[config.mk]
export PLATFORM = sky130hd
export DESIGN_NAME = alu_mul_seq
export DESIGN_NICKNAME = d
export VERILOG_FILES = /design/src/rtl/alu_mul_seq.sv
export SDC_FILE = /design/constraint.sdc
export NUM_CORES = 1
export LEC_CHECK = 0
export ABC_AREA = 1
export CAP_MARGIN = 25
export CORE_AREA = 4 4 126 140
export DETAILED_ROUTE_END_ITERATION = 8
export DIE_AREA = 0 0 130 144
export GPL_TIMING_DRIVEN = 0
export SYNTH_ARGS = -nofsm -noshare
export SYNTH_HDL_FRONTEND = slang
export SYNTH_SLANG_ARGS = --single-unit
[constraint.sdc]
create_clock -name clk_i -period 3.8 [get_ports clk_i]
set_clock_uncertainty 0.15 [all_clocks]
set_input_delay 0.38 -clock clk_i [delete_from_list [all_inputs] [get_ports clk_i]]
set_output_delay 0.38 -clock clk_i [all_outputs]
set_load 0.005 [all_outputs]
[src/rtl/alu_mul_seq.sv]
// rtl/alu_mul_seq.sv - shift-add multiplier sequencer driving one shared alu
//
// Purpose
//   MUL execution unit. On an accepted start it multiplies a_i by b_i using
//   repeated ADD (acc += mcand) and LSL (mcand <<= 1) operations through a
//   single alu instance. It returns the low WIDTH bits of the product. The
//   core stalls while busy_o is high.
//
// Configuration
//   ALU_MUL_EARLY_EXIT_EN  when defined, the sequence stops as soon as no
//                          multiplier bits remain (b_i == 0 finishes at once).
//                          The product value is the same in both builds.
//
// Ports (alu_mul_seq)
//   clk_i      in   1      clock, all state changes on posedge
//   reset_n_i  in   1      synchronous active-low reset
//   start_i    in   1      request, accepted only while ready_o = 1
//   a_i        in   WIDTH  multiplicand, sampled on the accepting edge
//   b_i        in   WIDTH  multiplier, sampled on the accepting edge
//   ready_o    out  1      idle and able to accept start_i
//   busy_o     out  1      operation in progress (ADD/SHIFT/DONE)
//   done_o     out  1      one-cycle pulse when product_o is updated
//   product_o  out  WIDTH  registered (a*b) mod 2^WIDTH, held until next done
//
// Ports (alu)
//   op_i       in   3      operation select (ALU_OP_*)
//   rs_i       in   WIDTH  first operand
//   rt_i       in   WIDTH  second operand / shift amount
//   rd_o       out  WIDTH  result, carry discarded

`ifndef RegWidth
`define RegWidth 16
`endif

package alu_mul_pkg;
  localparam logic [2:0] ALU_OP_ADD = 3'd0;
  localparam logic [2:0] ALU_OP_SUB = 3'd1;
  localparam logic [2:0] ALU_OP_AND = 3'd2;
  localparam logic [2:0] ALU_OP_OR  = 3'd3;
  localparam logic [2:0] ALU_OP_XOR = 3'd4;
  localparam logic [2:0] ALU_OP_LSL = 3'd5;
  localparam logic [2:0] ALU_OP_LSR = 3'd6;
  localparam logic [2:0] ALU_OP_ASR = 3'd7;
endpackage

module alu #(
  parameter int WIDTH = `RegWidth
) (
  input  logic [2:0]       op_i,
  input  logic [WIDTH-1:0] rs_i,
  input  logic [WIDTH-1:0] rt_i,
  output logic [WIDTH-1:0] rd_o
);
  import alu_mul_pkg::*;

  localparam int SH_W = $clog2(WIDTH);

  // Shift amount uses only the low bits of rt, as in the core datapath.
  logic [SH_W-1:0] shamt;
  assign shamt = rt_i[SH_W-1:0];

  always_comb begin
    rd_o = '0;
    case (op_i)
      ALU_OP_ADD: rd_o = rs_i + rt_i;
      ALU_OP_SUB: rd_o = rs_i - rt_i;
      ALU_OP_AND: rd_o = rs_i & rt_i;
      ALU_OP_OR:  rd_o = rs_i | rt_i;
      ALU_OP_XOR: rd_o = rs_i ^ rt_i;
      ALU_OP_LSL: rd_o = rs_i << shamt;
      ALU_OP_LSR: rd_o = rs_i >> shamt;
      ALU_OP_ASR: rd_o = WIDTH'($signed(rs_i) >>> shamt);
      default:    rd_o = '0;
    endcase
  end
endmodule

module alu_mul_seq #(
  parameter int WIDTH = `RegWidth,
  parameter int CNT_W = $clog2(WIDTH) + 1
) (
  input  logic             clk_i,
  input  logic             reset_n_i,
  input  logic             start_i,
  input  logic [WIDTH-1:0] a_i,
  input  logic [WIDTH-1:0] b_i,
  output logic             ready_o,
  output logic             busy_o,
  output logic             done_o,
  output logic [WIDTH-1:0] product_o
);
  import alu_mul_pkg::ALU_OP_ADD;
  import alu_mul_pkg::ALU_OP_LSL;

  typedef enum logic [1:0] {
    S_IDLE  = 2'd0,
    S_ADD   = 2'd1,
    S_SHIFT = 2'd2,
    S_DONE  = 2'd3
  } state_e;

  state_e           state_q,   state_d;
  logic [WIDTH-1:0] acc_q,     acc_d;
  logic [WIDTH-1:0] mcand_q,   mcand_d;
  logic [WIDTH-1:0] mplier_q,  mplier_d;
  logic [WIDTH-1:0] product_q, product_d;
  logic [CNT_W-1:0] cnt_q,     cnt_d;

  logic [2:0]       alu_op;
  logic [WIDTH-1:0] alu_rs;
  logic [WIDTH-1:0] alu_rt;
  logic [WIDTH-1:0] alu_rd;

  logic [WIDTH-1:0] mplier_shr;
  logic             last_shift;

  assign mplier_shr = mplier_q >> 1;

  // The counter bounds the run to WIDTH shifts; the early-exit build also
  // stops once the remaining multiplier bits are all zero.
`ifdef ALU_MUL_EARLY_EXIT_EN
  assign last_shift = (cnt_q == CNT_W'(1)) || (mplier_shr == '0);
`else
  assign last_shift = (cnt_q == CNT_W'(1));
`endif

  alu #(.WIDTH(WIDTH)) u_alu (
    .op_i (alu_op),
    .rs_i (alu_rs),
    .rt_i (alu_rt),
    .rd_o (alu_rd)
  );

  always_comb begin
    state_d   = state_q;
    acc_d     = acc_q;
    mcand_d   = mcand_q;
    mplier_d  = mplier_q;
    product_d = product_q;
    cnt_d     = cnt_q;
    alu_op    = ALU_OP_ADD;
    alu_rs    = '0;
    alu_rt    = '0;

    case (state_q)
      S_IDLE: begin
        if (start_i) begin
          acc_d    = '0;
          mcand_d  = a_i;
          mplier_d = b_i;
          cnt_d    = CNT_W'(WIDTH);
`ifdef ALU_MUL_EARLY_EXIT_EN
          if (b_i == '0) begin
            state_d   = S_DONE;
            product_d = '0;
          end else if (b_i[0]) begin
            state_d = S_ADD;
          end else begin
            state_d = S_SHIFT;
          end
`else
          state_d = b_i[0] ? S_ADD : S_SHIFT;
`endif
        end
      end

      S_ADD: begin
        alu_op  = ALU_OP_ADD;
        alu_rs  = acc_q;
        alu_rt  = mcand_q;
        acc_d   = alu_rd;
        state_d = S_SHIFT;
      end

      S_SHIFT: begin
        alu_op   = ALU_OP_LSL;
        alu_rs   = mcand_q;
        alu_rt   = WIDTH'(1);
        mcand_d  = alu_rd;
        mplier_d = mplier_shr;
        cnt_d    = cnt_q - CNT_W'(1);
        if (last_shift) begin
          // Product is loaded on the edge entering DONE so it is valid
          // in the same cycle as the done pulse.
          state_d   = S_DONE;
          product_d = acc_q;
        end else begin
          // mplier[1] is the bit that becomes the LSB after this shift.
          state_d = mplier_q[1] ? S_ADD : S_SHIFT;
        end
      end

      S_DONE: begin
        state_d = S_IDLE;
      end

      default: begin
        state_d = S_IDLE;
      end
    endcase
  end

  always_ff @(posedge clk_i) begin
    if (!reset_n_i) begin
      state_q   <= S_IDLE;
      acc_q     <= '0;
      mcand_q   <= '0;
      mplier_q  <= '0;
      product_q <= '0;
      cnt_q     <= '0;
    end else begin
      state_q   <= state_d;
      acc_q     <= acc_d;
      mcand_q   <= mcand_d;
      mplier_q  <= mplier_d;
      product_q <= product_d;
      cnt_q     <= cnt_d;
    end
  end

  assign ready_o   = (state_q == S_IDLE);
  assign busy_o    = (state_q != S_IDLE);
  assign done_o    = (state_q == S_DONE);
  assign product_o = product_q;
endmodule

==> impl_metrics.csv, run 1 <==
group,metric,value,unit
pwr,p_seq_frac,0.189,
logic_synthesis,synth_edf_count,0,
pwr,combPwrFrac,0.653,
routing,first_pass_iters,5,
global_routing,grt_antenna_before_repair,0,
worst_setup_path,crit_type,"reg -> reg",
logic_synthesis,ys_seq_area_frac,0.250,
timing,period_share,0.934,
global_routing,grtUsageTotal,0.219,
final_layout,num-fill-cells,1735,
worst_setup_path,crit_family,"simple AND/OR/NAND/NOR gates",
worst_setup_path,cp_num_buf_inv,4,
pwr,leakagePower,3.24,nW
worst_setup_path,cpMaxStageDelayCell,"dfxtp_4",
worst_setup_path,cp-start-kind,"flip-flop",
pwr,intPower,2.93,mW
worst_setup_path,crit_start,"state_q[1]",
place,port_buffers,52,
logic_synthesis,synthDistinctLibCells,47,
place,placedCellCount,1119,
timing,drv_slew,0,
clock_network,cts_sinks,70,
pwr,power_frac_clock,0.158,
worst_hold_path,min-delay-start,"reset_n_i",
global_routing,grt_pass1_vias,5927,
routing,vias,6181,
routing,wl_met3,1030,microns
routing,vias_per_cell,5.37,
run,cap_violations,0,
floorplan,die_w,130,microns
outcome,status,"completed",
timing,worstMarginPinSlew,707,ps
worst_setup_path,crit_chain,"inv_1 -> ha_2 -> buf_12 -> nand2_4 -> nand2_8 -> nand2_8 -> ha_2 -> nand2_1 -> nor2_2 -> nand2_2 -> inv_1 -> or2_2 -> ha_4 -> nand2_1 -> nor2_1 -> nand3_1 -> nand3_1 -> nand2_1 -> nand3_1 -> nand2_1 -> inv_1 -> nand2_1 -> a21oi_1",
logic_synthesis,syn_nets,923,
timing,hold-worst-slack,312,ps
clock_network,clk_pin_slew,60,ps
final_layout,final_nets,1003,
place,gp_congestion,0.999,
logic_synthesis,synth-async-reset-ratio,0,
pwr,vdd_drop_max,0.330,mV
worst_setup_path,end_kind,"flip-flop",
routing,met1Wirelength,8410,microns
clock_network,tritoncts,"done",
global_routing,grt_max_degree,19,
routing,wl,20200,microns
logic_synthesis,synth_warnings,0,
routing,routedWlPerCell,17.6,microns
worst_setup_path,slowest_delay,360,ps
worst_hold_path,hold_depth,3,
worst_setup_path,crit_top_cell,"nand2_1",
logic_synthesis,synth_ff_type,"dfxtp_1",
floorplan,fp.dieArea,0.0187,sq mm
global_routing,grt_overflow,0,
worst_setup_path,cp.arrival,3660,ps
clock_network,cts-root-buf,"clkbuf_16",
clock_network,postCtsHoldBufs,0,
logic_synthesis,syn_area,0.00561,sq mm
final_layout,drive_gt1_frac,0.152,
timing,min_period,3550,ps
timing,fmax,282,MHz
worst_setup_path,crit_fanout,8,
timing,rsz0062_at_grt,"false",
clock_network,htreeDepth,3,
final_layout,synthToLayoutAreaGrowth,24.2,%
floorplan,dieHeight,144,microns
final_layout,stdcell_count,1152,
worst_hold_path,hold_class,"in -> reg",
worst_setup_path,cp_num_cells,23,
routing,top_layer,"met4",
logic_synthesis,syn_inst,863,
worst_setup_path,r2r_start,"state_q[1]",
worst_setup_path,r2r_cells,23,
pwr,pwr_density_cell,845,mW/mm^2
place,dp.final_hpwl,16100,microns
routing,route.met2.wl,9520,microns
logic_synthesis,ys_ff_latch,70,
pwr,p_switching,2.95,mW
timing,hold_viol,0,
floorplan,io-pin-count,54,
timing,relSlewSlack,0.529,
timing,fin_tns_setup,0,ps
floorplan,start_util,0.347,
clock_network,cts_buffers,9,
timing,setup_viol,0,
clock_network,clk_latency,340,ps
clock_network,cts_buffer_depth,2,
floorplan,core_area,0.0162,sq mm
pwr,swShare,0.502,
final_layout,diodes,0,
logic_synthesis,synth.avg_cell_area,6.50,sq um
global_routing,grt_pass1_wl,31600,microns
floorplan,rows,49,
routing,final_antenna_net_count,0,
worst_setup_path,worstPathRequired,3920,ps
routing,dr.first_iter.drc_count,591,
routing,drc,0,
==> cell families (layout without fill, tap and decap cells) <==
family	Yosys count	count (layout)	share of synthesized area
adder cells (fa/ha/maj)	25	25	0.0571
XOR/XNOR	9	9	0.0154
buffers and inverters	123	208	0.111
AND/OR/NAND/NOR	488	488	0.414
flip-flops	70	70	0.250
AO/OA/AOI/OAI	148	148	0.153
==> sequential cells by signal, summed over array words and instances (netlist names) <==
signal     flops
acc_q         16
cnt_q          5
mcand_q       16
mplier_q      15
product_o     16
state_q        2
==> stage by stage <==
step                total power [mW]   util  setup WS [ps]  cell area (sq um)
finish                          5.89  0.431            253               6970
global route                    6.35  0.431         0.0320               6970
CTS                             5.59  0.416           11.4               6730
detailed placement              4.62  0.395           -160               6390
global placement                4.62  0.395           -148               6390
floorplan                       3.63      -            487               5610
==> area by class of cell <==
| class | instances | area [sq um] | area share |
|---|---|---|---|
| Inverter | 80 | 305 | 0.0438 |
| Clock inverter | 7 | 104 | 0.0149 |
| Buffer | 42 | 327 | 0.0468 |
| Clock buffer | 9 | 225 | 0.0323 |
| Tap cell | 204 | 255 | 0.0366 |
| Sequential cell | 70 | 1410 | 0.202 |
| Multi-Input combinational cell | 670 | 3670 | 0.526 |
| Timing Repair Buffer | 70 | 681 | 0.0976 |
==> worst register-to-register path, stage by stage, from the launching register on <==
cell and delay, ps:
dfxtp_4 360, inv_1 110, ha_2 210, buf_12 130, nand2_4 90, nand2_8 130
nand2_8 60, ha_2 180, nand2_1 120, nor2_2 60, nand2_2 130, inv_1 70
or2_2 320, ha_4 310, nand2_1 90, nor2_1 250, nand3_1 180, nand3_1 110
nand2_1 50, nand3_1 60, nand2_1 50, inv_1 80, nand2_1 70, a21oi_1 130
==> routing by layer <==
| metal | track usage | vias to the layer above |
|---|---|---|
| met5 | 0 | - |
| met4 | 0.130 | 0 |
| met2 | 0.372 | 233 |
| met3 | 0.0233 | 59 |
| li1 | - | 3042 |
| met1 | 0.268 | 2847 |
==> power groups by stage <==
stage	logic, mW	clock network, mW	registers (mW)
final	3.85	0.930	1.11
after global routing	4.25	0.971	1.13
after CTS	3.54	0.943	1.11
after detailed placement	3.50	0	1.12
after global placement	3.50	0	1.12
after floorplan	2.58	0	1.05
==> repair_timing <==
action                     CTS  global route
pin swaps                    0             9
gates resized for setup      5            23
setup endpoints to repair    7             9
buffers inserted             0            18
==> placed cells by master, fill, tap and decap left out, drive strengths merged <==
cell | netlist | layout
a211oi | 4 | 4
a21boi | 1 | 1
a21oi | 52 | 52
a31oi | 16 | 16
and2 | 1 | 1
and3 | 2 | 2
buf | 28 | 45
bufinv | 0 | 2
clkbuf | 15 | 24
clkdlybuf4s50 | 0 | 52
clkinv | 2 | 5
dfxtp | 70 | 70
fa | 1 | 1
ha | 24 | 24
inv | 78 | 80
nand2 | 247 | 247
nand3 | 146 | 146
nand4 | 7 | 7
nor2 | 74 | 74
nor3 | 3 | 3
o2111ai | 4 | 4
o211ai | 2 | 2
o21a | 1 | 1
o21ai | 56 | 56
o21bai | 2 | 2
o221ai | 7 | 7
o22ai | 2 | 2
o311ai | 1 | 1
or2 | 8 | 8
xnor2 | 4 | 4
xor2 | 5 | 5
==> worst paths after layout <==
| check | slack [ps] | to |
|---|---|---|
| worst max-delay path | 250 | acc_q[10] |
| worst min register to register | 320 | mplier_q[1] |
| worst min-delay path | 310 | mplier_q[9] |
| worst max register to register | 250 | acc_q[10] |
==> synthesized netlist by cell type, types with 7 or more instances <==
master / count / area [sq um]
a21oi_1: 49 / 245
a31oi_1: 16 / 100
buf_2: 14 / 70.1
clkbuf_1: 15 / 56.3
dfxtp_1: 70 / 1400
ha_1: 24 / 300
inv_1: 70 / 263
inv_2: 8 / 30.0
nand2_1: 231 / 867
nand2_2: 9 / 56.3
nand3_1: 121 / 606
nand3_2: 20 / 200
nand4_1: 7 / 43.8
nor2_1: 71 / 267
o21ai_0: 52 / 260
o221ai_1: 7 / 61.3
or2_2: 7 / 43.8
Power figures use the tool's default switching activity.
==> run 2: changes to the inputs <==
--- a/config.mk
+++ b/config.mk
@@ -11,6 +11,8 @@
 export DETAILED_ROUTE_END_ITERATION = 8
 export DIE_AREA = 0 0 130 144
 export GPL_TIMING_DRIVEN = 0
+export SKIP_CTS_REPAIR_TIMING = 1
+export SLEW_MARGIN = 10
 export SYNTH_ARGS = -nofsm -noshare
 export SYNTH_HDL_FRONTEND = slang
 export SYNTH_SLANG_ARGS = --single-unit
==> run 2 against run 1 <==
Effect of this change: combinational power about the same; register-to-register slack about the same; critical path depth is 1 lower; setup slack got worse by 13 ps; first-iteration DRC count fell by 5.2%; clock-buffer cell count unchanged; sequential share of layout area up 0.084 points; sequential cell count is the same; die area is the same; non-clock buffer count down 2; cell area is 0.41% lower; cell count is 0.17% lower; largest cell class unchanged; highest routed layer unchanged.
==> impl_metrics.csv, run 2 (synthesis gave the netlist of run 1 again) <==
group,metric,value,unit
final_layout,stdcell_count,1150,
place,dp.final_hpwl,16100,microns
pwr,pwr_density_cell,844,mW/mm^2
final_layout,drive_gt1_frac,0.151,
worst_setup_path,crit_type,"reg -> reg",
floorplan,fp.dieArea,0.0187,sq mm
pwr,finalPower,5.86,mW
pwr,leakagePower,3.23,nW
final_layout,final_cell_mix,"nand2_1 (227), nand3_1 (120), inv_1 (69)",
worst_setup_path,crit_fanout,10,
worst_hold_path,hold_class,"in -> reg",
run,cap_violations,0,
routing,top_layer,"met4",
place,gp_congestion,0.999,
floorplan,die_w,130,microns
clock_network,tritoncts,"done",
final_layout,synthToLayoutAreaGrowth,23.7,%
pwr,vdd_drop_max,0.336,mV
routing,wl_met3,1190,microns
worst_setup_path,rrSetupSlack,240,ps
worst_setup_path,cp.arrival,3670,ps
floorplan,start_util,0.347,
timing,min_period,3560,ps
clock_network,cts_buffers,9,
worst_setup_path,cp-start-kind,"flip-flop",
worst_setup_path,reg2reg_to,"acc_q[10]",
timing,period_share,0.937,
timing,drv_slew,0,
outcome,status,"completed",
routing,wl,20300,microns
routing,final_antenna_net_count,0,
timing,hold-worst-slack,311,ps
routing,vias,6133,
timing,hold_viol,0,
floorplan,rows,49,
timing,worstMarginPinSlew,693,ps
global_routing,grt_pass1_vias,5945,
final_layout,final_common_cell,"nand2_1",
global_routing,grt_pass1_wl,31700,microns
clock_network,clk_pin_slew,60,ps
routing,dr.first_iter.drc_count,560,
timing,fmax,281,MHz
clock_network,clk_latency,340,ps
floorplan,io-pin-count,54,
routing,met1Wirelength,8330,microns
routing,vias_per_cell,5.33,
clock_network,cts-root-buf,"clkbuf_16",
worst_setup_path,worstPathRequired,3910,ps
floorplan,core_area,0.0162,sq mm
global_routing,grt_antenna_before_repair,0,
final_layout,diodes,0,
final_layout,final_nets,1001,
place,placedCellCount,1119,
timing,relSlewSlack,0.538,
global_routing,grtUsageTotal,0.220,
routing,route.met2.wl,9460,microns
clock_network,htreeDepth,3,
timing,setup_viol,0,
routing,first_pass_iters,5,
timing,fin_tns_setup,0,ps
worst_setup_path,r2r_cells,22,
global_routing,grt_overflow,0,
worst_hold_path,hold_depth,3,
floorplan,dieHeight,144,microns
worst_setup_path,end_kind,"flip-flop",
global_routing,grt_max_degree,15,
clock_network,cts_sinks,70,
worst_setup_path,r2r_start,"state_q[1]",
worst_hold_path,min-delay-start,"reset_n_i",
clock_network,cts_buffer_depth,2,
place,port_buffers,52,
routing,routedWlPerCell,17.7,microns
worst_hold_path,whs_endpoint,"mplier_q[9]",
routing,drc,0,
[run 2: how the worst max path moves through the flow]
stage / startpoint / end
final: state_q[1] / acc_q[10]
after global routing: state_q[1] / acc_q[15]
after CTS: state_q[0] / acc_q[15]
after detailed placement: state_q[0] / acc_q[15]
after global placement: state_q[0] / acc_q[15]
after floorplan: state_q[0] / acc_q[15]
[run 2: cell type report]
class	instances	area (sq um)
Clock inverter	7	104
Sequential cell	70	1410
Multi-Input combinational cell	670	3670
Tap cell	204	255
Inverter	80	305
Fill cell	1741	9240
Clock buffer	9	225
Buffer	43	343
Timing Repair Buffer	67	633
[run 2: per-layer routing]
metal  vias to the layer above  GRT usage
met2                       247      0.373
met3                        68     0.0233
met4                         0      0.130
met1                      2781      0.269
li1                       3037          -
met5                         -          0
[run 2: metrics by stage]
| stage | utilization | setup WS (ps) | instance area [sq um] |
|---|---|---|---|
| 4_1_cts | 0.415 | -171 | 6720 |
| 5_1_grt | 0.429 | -1.49 | 6940 |
| 6_report | 0.429 | 239 | 6940 |
| 3_3_place_gp | 0.395 | -148 | 6390 |
| 2_1_floorplan | - | 487 | 5610 |
| 3_5_place_dp | 0.395 | -160 | 6390 |
[run 2: power by group]
part / switching, mW / internal, mW / total, mW / leakage, nW
Sequential: 0.188 / 0.926 / 1.11 / 0.574
Clock: 0.345 / 0.584 / 0.928 / 0.161
Combinational: 2.42 / 1.40 / 3.82 / 2.49
[run 2: critical path, cell delays in order, from the launching register on]
cell and delay (ps):
dfxtp_4 370, inv_1 80, ha_4 280, buf_12 140
nand3_4 110, buf_6 170, ha_2 190, nand2_2 90
nor2_2 50, nand2_2 120, inv_1 70, or2_2 320
ha_4 310, nand2_1 90, nor2_1 240, nand3_1 170
nand3_1 110, nand2_1 50, nand3_1 60, nand2_1 50
inv_1 80, nand2_1 70, a21oi_1 120
==> run 3: changes to the inputs <==
--- a/config.mk
+++ b/config.mk
@@ -7,10 +7,14 @@
 export LEC_CHECK = 0
 export ABC_AREA = 1
 export CAP_MARGIN = 25
+export CELL_PAD_IN_SITES_DETAIL_PLACEMENT = 1
+export CELL_PAD_IN_SITES_GLOBAL_PLACEMENT = 1
 export CORE_AREA = 4 4 126 140
 export DETAILED_ROUTE_END_ITERATION = 8
 export DIE_AREA = 0 0 130 144
 export GPL_TIMING_DRIVEN = 0
+export PLACE_DENSITY_LB_ADDON = 0.1
+export REMOVE_ABC_BUFFERS = 1
 export SKIP_CTS_REPAIR_TIMING = 1
 export SLEW_MARGIN = 10
 export SYNTH_ARGS = -nofsm -noshare
==> run 3 against run 2 <==
Effect of this change: utilization is 0.070 points lower; sequential cell count unchanged; clock-buffer cell count grew 1; critical path depth shrank 3.
==> impl_metrics.csv, run 3 (synthesis gave the netlist of run 1 again) <==
group,metric,value,unit
outcome,status,"completed",
final_layout,final_nets,975,
global_routing,grt_max_degree,54,
run,cap_violations,0,
timing,hold_viol,0,
pwr,pwr_density_cell,862,mW/mm^2
worst_setup_path,cpMaxStageDelayCell,"ha_4",
routing,vias,6107,
routing,dr.first_iter.drc_count,278,
timing,setup_viol,0,
worst_setup_path,worstPathRequired,3910,ps
final_layout,final_cell_mix,"nand2_1 (224), nand3_1 (116), inv_1 (68), dfxtp_1 (68), nor2_1 (63)",
worst_setup_path,crit_family,"simple AND/OR/NAND/NOR gates",
worst_setup_path,slowest_delay,410,ps
timing,min_period,3620,ps
worst_setup_path,cp.arrival,3730,ps
worst_setup_path,end_kind,"flip-flop",
routing,wl_met3,745,microns
final_layout,postLayoutCellArea,0.00693,sq mm
pwr,vdd_drop_max,0.446,mV
clock_network,cts_buffer_depth,2,
timing,period_share,0.952,
timing,worstMarginPinSlew,954,ps
final_layout,drive_gt1_frac,0.163,
place,gp_congestion,0.901,
final_layout,synthToLayoutAreaGrowth,23.5,%
floorplan,io-pin-count,54,
worst_setup_path,cp-start-kind,"flip-flop",
place,place_area,0.00615,sq mm
timing,drv_slew,0,
pwr,leakagePower,3.17,nW
timing,fmax,276,MHz
floorplan,start_util,0.347,
floorplan,fp.dieArea,0.0187,sq mm
routing,first_pass_iters,4,
worst_setup_path,crit_chain,"clkinvlp_4 -> ha_4 -> buf_4 -> nand3_4 -> nand2_1 -> inv_4 -> nand2_4 -> nor2_1 -> xnor2_1 -> ha_1 -> a21oi_1 -> o21ai_0 -> nand2_1 -> nand3_1 -> nor2_1 -> nor2_1 -> nand2_1 -> nand3_1 -> a21oi_1",
clock_network,clk_pin_slew,60,ps
worst_setup_path,crit_fanout,11,
place,preCtsSetupSlack,-1120,ps
timing,setup_ws,183,ps
routing,top_layer,"met4",
global_routing,grt_antenna_before_repair,0,
clock_network,cts_sinks,70,
floorplan,dieHeight,144,microns
place,port_buffers,53,
pwr,finalPower,5.98,mW
worst_setup_path,crit_type,"reg -> reg",
clock_network,htreeDepth,3,
clock_network,clk_latency,340,ps
worst_setup_path,cp_num_buf_inv,3,
floorplan,rows,49,
global_routing,grt_overflow,0,
final_layout,final_common_cell,"nand2_1",
worst_hold_path,hold_class,"reg -> reg",
clock_network,tritoncts,"done",
routing,route.met2.wl,10500,microns
final_layout,diodes,0,
global_routing,grt_pass1_vias,5949,
routing,routedWlPerCell,18.5,microns
timing,rsz0062_at_grt,"true",
floorplan,core_area,0.0162,sq mm
routing,vias_per_cell,5.44,
timing,relSlewSlack,0.364,
routing,drc,0,
floorplan,die_w,130,microns
clock_network,cts_buffers,9,
place,dp.final_hpwl,14800,microns
routing,wl,20800,microns
timing,hold-worst-slack,313,ps
routing,met1Wirelength,8960,microns
global_routing,grtUsageTotal,0.214,
clock_network,cts-root-buf,"clkbuf_16",
routing,final_antenna_net_count,0,
global_routing,grt_pass1_wl,31100,microns
-- run 3: cell count changes in the layout (fill, tap and decap cells not counted), moves of 4 or more --
| cell | before | now |
|---|---|---|
| buf_2 | 14 | 1 |
| clkbuf_1 | 15 | 0 |
| buf_4 | 16 | 22 |
| nand3_2 | 21 | 25 |
| ha_4 | 2 | 6 |
| nand3_1 | 120 | 116 |
| nor2_1 | 67 | 63 |
-- run 3: metrics by stage --
step / utilization / std cells / TNS [ps]
finish: 0.428 / 1123 / 0
global route: 0.428 / 1123 / -213
CTS: 0.400 / 1095 / -11710
detailed placement: 0.380 / 1080 / -11220
global placement: 0.375 / 1077 / -47030
floorplan: - / 820 / -7130
-- run 3: area by class of cell --
type | count | area [sq um]
fillers | 2091 | 9250
multi-input cells | 670 | 3780
flip-flops and latches | 70 | 1410
repair buffers | 84 | 856
inverters | 80 | 312
well taps | 204 | 255
clock buffers | 10 | 239
clock inverters | 5 | 83.8
-- run 3: path summary, 6_finish.rpt --
kind                 from           end  slack [ps]  cells past startpoint
min          mplier_q[14]  mplier_q[13]         310                      2
min reg2reg  mplier_q[14]  mplier_q[13]         310                      2
max            state_q[0]     acc_q[12]         180                     19
max reg2reg    state_q[0]     acc_q[12]         180                     19
-- run 3: worst register-to-register path, stage by stage (launching register included) --
cell	delay [ps]
dfxtp_4	360
clkinvlp_4	160
ha_4	410
buf_4	170
nand3_4	150
nand2_1	190
inv_4	80
nand2_4	90
nor2_1	60
xnor2_1	180
ha_1	310
a21oi_1	320
o21ai_0	160
nand2_1	90
nand3_1	110
nor2_1	100
nor2_1	40
nand2_1	150
nand3_1	110
a21oi_1	150
-- run 3: metal layers --
layer | vias up | global-route usage
li1 | 2978 | -
met1 | 2955 | 0.266
met2 | 139 | 0.378
met3 | 35 | 0.0314
met4 | 0 | 0.0700
met5 | - | 0
-- run 3: power breakdown --
group	leakage [nW]	total [mW]	internal, mW	switching, mW
registers	0.574	1.10	0.928	0.172
clock network	0.151	0.938	0.590	0.348
logic	2.45	3.94	1.40	2.54
total	3.17	5.98	2.92	3.06
